## config.mk

```make
export PLATFORM = sky130hd
export DESIGN_NAME = ntsc_composite_encoder
export DESIGN_NICKNAME = d
export VERILOG_FILES = /design/src/rtl/ntsc_pkg.sv /design/src/rtl/ntsc_rgb332_to_yuv.sv /design/src/rtl/ntsc_composite_encoder.sv
export SDC_FILE = /design/constraint.sdc
export NUM_CORES = 1
export LEC_CHECK = 0
export CORE_UTILIZATION = 56
export DETAILED_ROUTE_END_ITERATION = 6
export PLACE_DENSITY = 0.81
export SKIP_LAST_GASP = 1
export SLEW_MARGIN = 15
export SYNTH_ARGS = -nofsm -noshare
export SYNTH_HDL_FRONTEND = slang
export SYNTH_SLANG_ARGS = --single-unit
```

## constraint.sdc

```tcl
create_clock -name clk -period 12.6 [get_ports clk]
set_input_delay 1.89 -clock clk [delete_from_list [all_inputs] [get_ports clk]]
set_output_delay 1.89 -clock clk [all_outputs]
set_load 0.01 [all_outputs]
```

## src/rtl/ntsc_pkg.sv

```systemverilog
// Shared NTSC constants, pipeline stage records and small helpers for the composite path.
// The timing generator imports the same level constants.
package ntsc_pkg;

   localparam logic [7:0] BLANK_LEVEL = 8'd72;
   localparam logic [7:0] BLACK_LEVEL = 8'd89;
   localparam logic [7:0] WHITE_LEVEL = 8'd255;
   localparam logic [7:0] SYNC_LEVEL  = 8'd0;
   localparam logic [7:0] BURST_AMP   = 8'd20;

   localparam logic [7:0] Y_COEF_R = 8'd77;
   localparam logic [7:0] Y_COEF_G = 8'd150;
   localparam logic [7:0] Y_COEF_B = 8'd29;
   localparam logic [7:0] U_COEF   = 8'd126;
   localparam logic [7:0] V_COEF   = 8'd224;

   localparam logic [7:0] LUMA_SPAN = WHITE_LEVEL - BLACK_LEVEL;

   // Subcarrier phase at 4x fsc: one sample per quadrant.
   typedef enum logic [1:0] {
      PH_PU = 2'd0,
      PH_PV = 2'd1,
      PH_NU = 2'd2,
      PH_NV = 2'd3
   } phase_e;

   typedef struct packed {
      logic [7:0] r;
      logic [7:0] g;
      logic [7:0] b;
   } rgb888_t;

   typedef struct packed {
      logic [7:0] base;
      logic       hsync;
      logic       vsync;
      logic       burst;
      logic       act;
      logic       mono;
      logic [7:0] pixel;
      phase_e     phase;
   } s1_t;

   typedef struct packed {
      logic [7:0] base;
      logic       hsync;
      logic       vsync;
      logic       burst;
      logic       act;
      logic       mono;
      logic [7:0] luma;
      logic [8:0] u;
      logic [8:0] v;
      phase_e     phase;
   } s2_t;

   function automatic rgb888_t expand_rgb332(input logic [7:0] pix);
      rgb888_t o;
      o.r = {pix[7:5], pix[7:5], pix[7:6]};
      o.g = {pix[4:2], pix[4:2], pix[4:3]};
      o.b = {pix[1:0], pix[1:0], pix[1:0], pix[1:0]};
      return o;
   endfunction

   function automatic logic [7:0] clamp_u8(input logic signed [10:0] s);
      if (s < 11'sd0) begin
         return 8'd0;
      end else if (s > 11'sd255) begin
         return 8'd255;
      end else begin
         return s[7:0];
      end
   endfunction

endpackage

```

## src/rtl/ntsc_rgb332_to_yuv.sv

```systemverilog
// Combinational RGB332 -> Y (unsigned 8-bit) and scaled U/V (signed 9-bit, floor shift).
module ntsc_rgb332_to_yuv
   import ntsc_pkg::*;
(
   input  logic              [7:0] pixel_i,
   output logic              [7:0] y_o,
   output logic signed       [8:0] u_o,
   output logic signed       [8:0] v_o
);

   rgb888_t            rgb_s;
   logic        [15:0] y_acc_s;
   logic        [7:0]  y_s;
   logic signed [9:0]  bmy_s;
   logic signed [9:0]  rmy_s;
   logic signed [17:0] u_prod_s;
   logic signed [17:0] v_prod_s;

   // Colour-space conversion; >>> on the signed products gives the floor behaviour.
   always_comb begin
      rgb_s    = expand_rgb332(pixel_i);
      y_acc_s  = 16'(rgb_s.r) * 16'(Y_COEF_R)
               + 16'(rgb_s.g) * 16'(Y_COEF_G)
               + 16'(rgb_s.b) * 16'(Y_COEF_B);
      y_s      = 8'(y_acc_s >> 8);
      bmy_s    = $signed({2'b00, rgb_s.b}) - $signed({2'b00, y_s});
      rmy_s    = $signed({2'b00, rgb_s.r}) - $signed({2'b00, y_s});
      u_prod_s = 18'(bmy_s) * $signed({10'd0, U_COEF});
      v_prod_s = 18'(rmy_s) * $signed({10'd0, V_COEF});
      y_o      = y_s;
      u_o      = 9'(u_prod_s >>> 8);
      v_o      = 9'(v_prod_s >>> 8);
   end

endmodule

```

## src/rtl/ntsc_composite_encoder.sv

```systemverilog
// Final composite stage: 3-deep pipeline from timing flags + RGB332 pixel to the 8-bit DAC sample,
// with QAM chroma at 4x fsc and a free-running phase that inverts chroma on alternate lines.
module ntsc_composite_encoder
   import ntsc_pkg::*;
(
   input  logic       clk,
   input  logic       reset_n,
   input  logic [7:0] ntsc_base,
   input  logic       hsync,
   input  logic       vsync,
   input  logic       colorburst,
   input  logic       hactive,
   input  logic       vactive,
   input  logic [7:0] pixel_rgb,
   input  logic       mono,
   output logic [7:0] composite,
   output logic       sync_out
);

   phase_e             phase_q;
   phase_e             phase_d;
   s1_t                s1_q;
   s1_t                s1_d;
   s2_t                s2_q;
   s2_t                s2_d;

   logic        [7:0]  y_s;
   logic signed [8:0]  u_s;
   logic signed [8:0]  v_s;
   logic        [15:0] luma_prod_s;

   logic signed [10:0] chroma_s;
   logic signed [10:0] burst_s;
   logic signed [10:0] sum_s;
   logic        [7:0]  composite_d;
   logic        [7:0]  composite_q;
   logic               sync_d;
   logic               sync_q;

   // S1 capture; the phase never restarts per line, so a 910-clk line advances it by two.
   always_comb begin
      s1_d       = '0;
      s1_d.base  = ntsc_base;
      s1_d.hsync = hsync;
      s1_d.vsync = vsync;
      s1_d.burst = colorburst;
      s1_d.act   = hactive & vactive;
      s1_d.mono  = mono;
      s1_d.pixel = pixel_rgb;
      s1_d.phase = phase_q;
      phase_d    = phase_e'(phase_q + 2'd1);
   end

   ntsc_rgb332_to_yuv u_yuv (
      .pixel_i (s1_q.pixel),
      .y_o     (y_s),
      .u_o     (u_s),
      .v_o     (v_s)
   );

   // S2: luma scaled into the black..white DAC range, chroma terms forwarded.
   always_comb begin
      s2_d        = '0;
      luma_prod_s = 16'(y_s) * 16'(LUMA_SPAN);
      s2_d.base   = s1_q.base;
      s2_d.hsync  = s1_q.hsync;
      s2_d.vsync  = s1_q.vsync;
      s2_d.burst  = s1_q.burst;
      s2_d.act    = s1_q.act;
      s2_d.mono   = s1_q.mono;
      s2_d.luma   = BLACK_LEVEL + 8'(luma_prod_s >> 8);
      s2_d.u      = u_s;
      s2_d.v      = v_s;
      s2_d.phase  = s1_q.phase;
   end

   // S3: modulate, select by absolute priority sync > burst > active > base, then clamp.
   always_comb begin
      chroma_s = 11'sd0;
      burst_s  = 11'sd0;
      if (s2_q.mono) begin
         chroma_s = 11'sd0;
         burst_s  = 11'sd0;
      end else begin
         case (s2_q.phase)
            PH_PU: begin
               chroma_s = 11'($signed(s2_q.u));
               burst_s  = -$signed({3'b000, BURST_AMP});
            end
            PH_PV: begin
               chroma_s = 11'($signed(s2_q.v));
               burst_s  = 11'sd0;
            end
            PH_NU: begin
               chroma_s = -11'($signed(s2_q.u));
               burst_s  = $signed({3'b000, BURST_AMP});
            end
            PH_NV: begin
               chroma_s = -11'($signed(s2_q.v));
               burst_s  = 11'sd0;
            end
            default: begin
               chroma_s = 11'sd0;
               burst_s  = 11'sd0;
            end
         endcase
      end

      if (s2_q.hsync | s2_q.vsync) begin
         sum_s = $signed({3'b000, SYNC_LEVEL});
      end else if (s2_q.burst) begin
         sum_s = $signed({3'b000, BLANK_LEVEL}) + burst_s;
      end else if (s2_q.act) begin
         sum_s = $signed({3'b000, s2_q.luma}) + chroma_s;
      end else begin
         sum_s = $signed({3'b000, s2_q.base});
      end

      composite_d = clamp_u8(sum_s);
      sync_d      = s2_q.hsync | s2_q.vsync;
   end

   // Pipeline and phase state; outputs rest at sync level while in reset.
   always_ff @(posedge clk or negedge reset_n) begin
      if (!reset_n) begin
         phase_q     <= PH_PU;
         s1_q        <= '0;
         s2_q        <= '0;
         composite_q <= SYNC_LEVEL;
         sync_q      <= 1'b1;
      end else begin
         phase_q     <= phase_d;
         s1_q        <= s1_d;
         s2_q        <= s2_d;
         composite_q <= composite_d;
         sync_q      <= sync_d;
      end
   end

   assign composite = composite_q;
   assign sync_out  = sync_q;

endmodule

```

==> metrics.md <==
| Metric | Value |
|---|---|
| Status | finished, final reports clean |
| Hold Slack | 343 ps |
| Setup CP Type | reg -> reg |
| Adder-Cell Fraction of Synth Area | 37.9% |
| Hold buffer count at CTS | 0 |
| Worst-path clk slew | 70 ps |
| Hold Path Class | reg -> reg |
| Post-synth ARST share | 100% |
| Slew Limit Headroom | 28.2% |
| Post-Synth Simple-Gate Area | 11.3% |
| Fmax | 83.6 MHz |
| GP Congestion | 0.919 |
| Fillers | 1451 |
| Clock Latency Late Sink | 350 ps |
| Core ar. | 0.0173 mm^2 |
| CP Launch Type | flop |
| Mapped Nets | 1322 |
| Cell count after synthesis | 1048 |
| Post-synth EDFFs | 0 |
| CP max-delay cell | fa_1 |
| Starting Density | 57.2% |
| Largest net degree at the start of global routing | 76 |
| Crit path max fanout | 7 |
| Total CTS buffers | 9 |
| Die Ht | 135 um |
| Multiplexer share of the synthesized area | 1.25% |
| Setup Buffers After CTS | 0 |
| Synth Area in Compound Gates | 14.7% |
| Sequential share of the synthesized area | 19.0% |
| Crit path time final | 11970 ps |
| DR WL/cell | 15.7 um |
| Final net count | 1355 |
| Max Buffers Root-to-Sink | 2 |
| Max Clock Skew | 16.6 ps |
| Endpoint class of the critical path | flop |
| I/O pin cnt | 33 |
| All-Layer GR Usage | 24.1% |
| # setup viols final | 0 |
| TritonRoute pass-1 iters | 5 |
| Htree depth | 3 |
| Final hold violations | 0 |
| Slew Limit Fails | 0 |
| Die W | 135 um |
| Initial antenna violation count | 0 |
| GRT Residual Overflow | 0 |
| Commonest cells after routing, fill and taps aside | 179 x inv_1, 179 x ha_1, 74 x dfrtp_1 |
| Period utilisation layout | 95.0% |
| Detailed Place HPWL | 16400 um |
| Crit path top cell by count | inv_1 |
| Drc violations | 0 |
| Max cap viols | 0 |
| Vias | 7422 |
| Vias in the first global route | 7651 |
| Core Rows | 48 |
| Actual slew at the worst max-slew pin | 1050 ps |
| CTS tree | built |
| First-pass GRT wire length | 35000 um |
| Avg Synthesized Cell Area | 9.43 um^2 |
| N_diodes | 0 |
| Share of cells above drive strength 1 | 6.54% |
| Synth Area in XOR/XNOR | 8.20% |
| Top FF cell, synth | dfrtp_1 |
| Avg Vias per Cell | 5.66 |
| CP required | 12850 ps |
| Final ANT Viol Nets | 0 |
| Max stage delay on crit path | 550 ps |
| Synthesis-stage register bit count | 75 |
| Mapped Area | 0.00989 mm^2 |
| Clk sinks | 75 |
| DR iter-0 viols | 350 |
| Worst path arrival time | 12220 ps |
| I/O Buffers | 32 |
| Root Buffer | clkbuf_16 |
| Area grow syn2layout | 9.09% |
| Syn. warnings | 0 |
| Netlist cell types | 89 |
| Largest family of logic cells by synthesized area | adder cells |
| Die Area | 0.0182 mm^2 |
| Final wirelength | 20600 um |
-- synthesized netlist by cell type, types with 8 or more instances --
| cell | n | area (um^2) |
|---|---|---|
| nor3_1 | 15 | 75.1 |
| a211oi_1 | 8 | 60.1 |
| xor2_1 | 19 | 166 |
| ha_1 | 179 | 2240 |
| clkbuf_1 | 10 | 37.5 |
| a2111oi_0 | 8 | 70.1 |
| nand2_1 | 45 | 169 |
| nand3_1 | 18 | 90.1 |
| nand2b_1 | 10 | 62.6 |
| inv_1 | 179 | 672 |
| mux2i_1 | 9 | 90.1 |
| xnor2_1 | 69 | 604 |
| o21ai_0 | 24 | 120 |
| and2_1 | 8 | 50.1 |
| o21a_1 | 10 | 75.1 |
| o21bai_1 | 9 | 67.6 |
| nor2_1 | 59 | 221 |
| dfrtp_1 | 74 | 1850 |
| a21oi_1 | 37 | 185 |
| nor2b_1 | 10 | 62.6 |
| fa_1 | 71 | 1420 |
| or3_1 | 10 | 62.6 |
| a21o_1 | 24 | 180 |
-- path summary, 6_finish.rpt --
path | slack, ps | endpoint | from | depth (start not counted)
max in group asynchronous | 10320 | s2_q[12] | reset_n | 1
min in group asynchronous | 1680 | s2_q[31] | reset_n | 1
min | 340 | s2_q[29] | s1_q[11] | 0
min reg2reg | 340 | s2_q[29] | s1_q[11] | 0
max | 630 | s2_q[19] | s1_q[4] | 44
max reg2reg | 630 | s2_q[19] | s1_q[4] | 44
-- per-stage QoR --
| stage | instance area (um^2) | setup WS (ps) | utilization [%] | std cells | TNS (ps) |
|---|---|---|---|---|---|
| floorplan | 9890 | 1380 | - | 1048 | 0 |
| global placement | 10500 | 866 | 60.5 | 1295 | 0 |
| detailed placement | 10500 | 486 | 60.5 | 1295 | 0 |
| CTS | 10800 | 451 | 62.2 | 1311 | 0 |
| global route | 10800 | -52.1 | 62.4 | 1311 | -56.4 |
| finish | 10800 | 634 | 62.4 | 1311 | 0 |
-- kinds of logic (layout without fill, tap and decap cells) --
family                   after synthesis  in the layout
multiplexers                          11             11
buffers and inverters                200            238
flip-flops                            75             75
XOR/XNOR                              90             90
AND/OR/NAND/NOR                      216            216
adder cells (fa/ha/maj)              258            258
AO/OA/AOI/OAI                        198            198
-- registers in the layout, indices dropped and copies added (netlist names) --
| register | count |
|---|---|
| s1_q | 23 |
| sync_out | 1 |
| phase_q | 2 |
| composite | 8 |
| s2_q | 41 |
-- cell type report --
type / instances / area, um^2 / area share (%)
clock buffer: 9 / 225 / 2.09
inverter: 185 / 694 / 6.44
multi-input combinational: 773 / 7280 / 67.5
sequential: 75 / 1880 / 17.4
clock inverter: 7 / 70.1 / 0.650
tap: 225 / 282 / 2.61
timing repair buffer: 37 / 355 / 3.29
-- worst max-delay path, delay by kind of cell (launching register included) --
family	cells	cell delay [ps]
AO/OA/AOI/OAI	12	2670
XOR/XNOR	5	940
adder cells (fa/ha/maj)	16	6830
buffers and inverters	9	680
flip-flops	1	510
AND/OR/NAND/NOR	2	220
-- layer usage --
layer	global-route usage (%)	up-vias	part of all wire (%)
met1	28.3	3614	43
li1	-	3645	-
met4	8.30	0	2.4
met5	0	-	0
met3	2.40	37	2.9
met2	45.3	126	52
-- what timing repair did --
item | 4_1_cts | 5_1_grt
hold endpoints to repair | 0 | 0
gates resized for setup | 0 | 5
setup endpoints to repair | 0 | 4
Power is left out: the tool's default activity adds up to more than one toggle a clock period on the data nets, which glitch-free logic cannot reach.
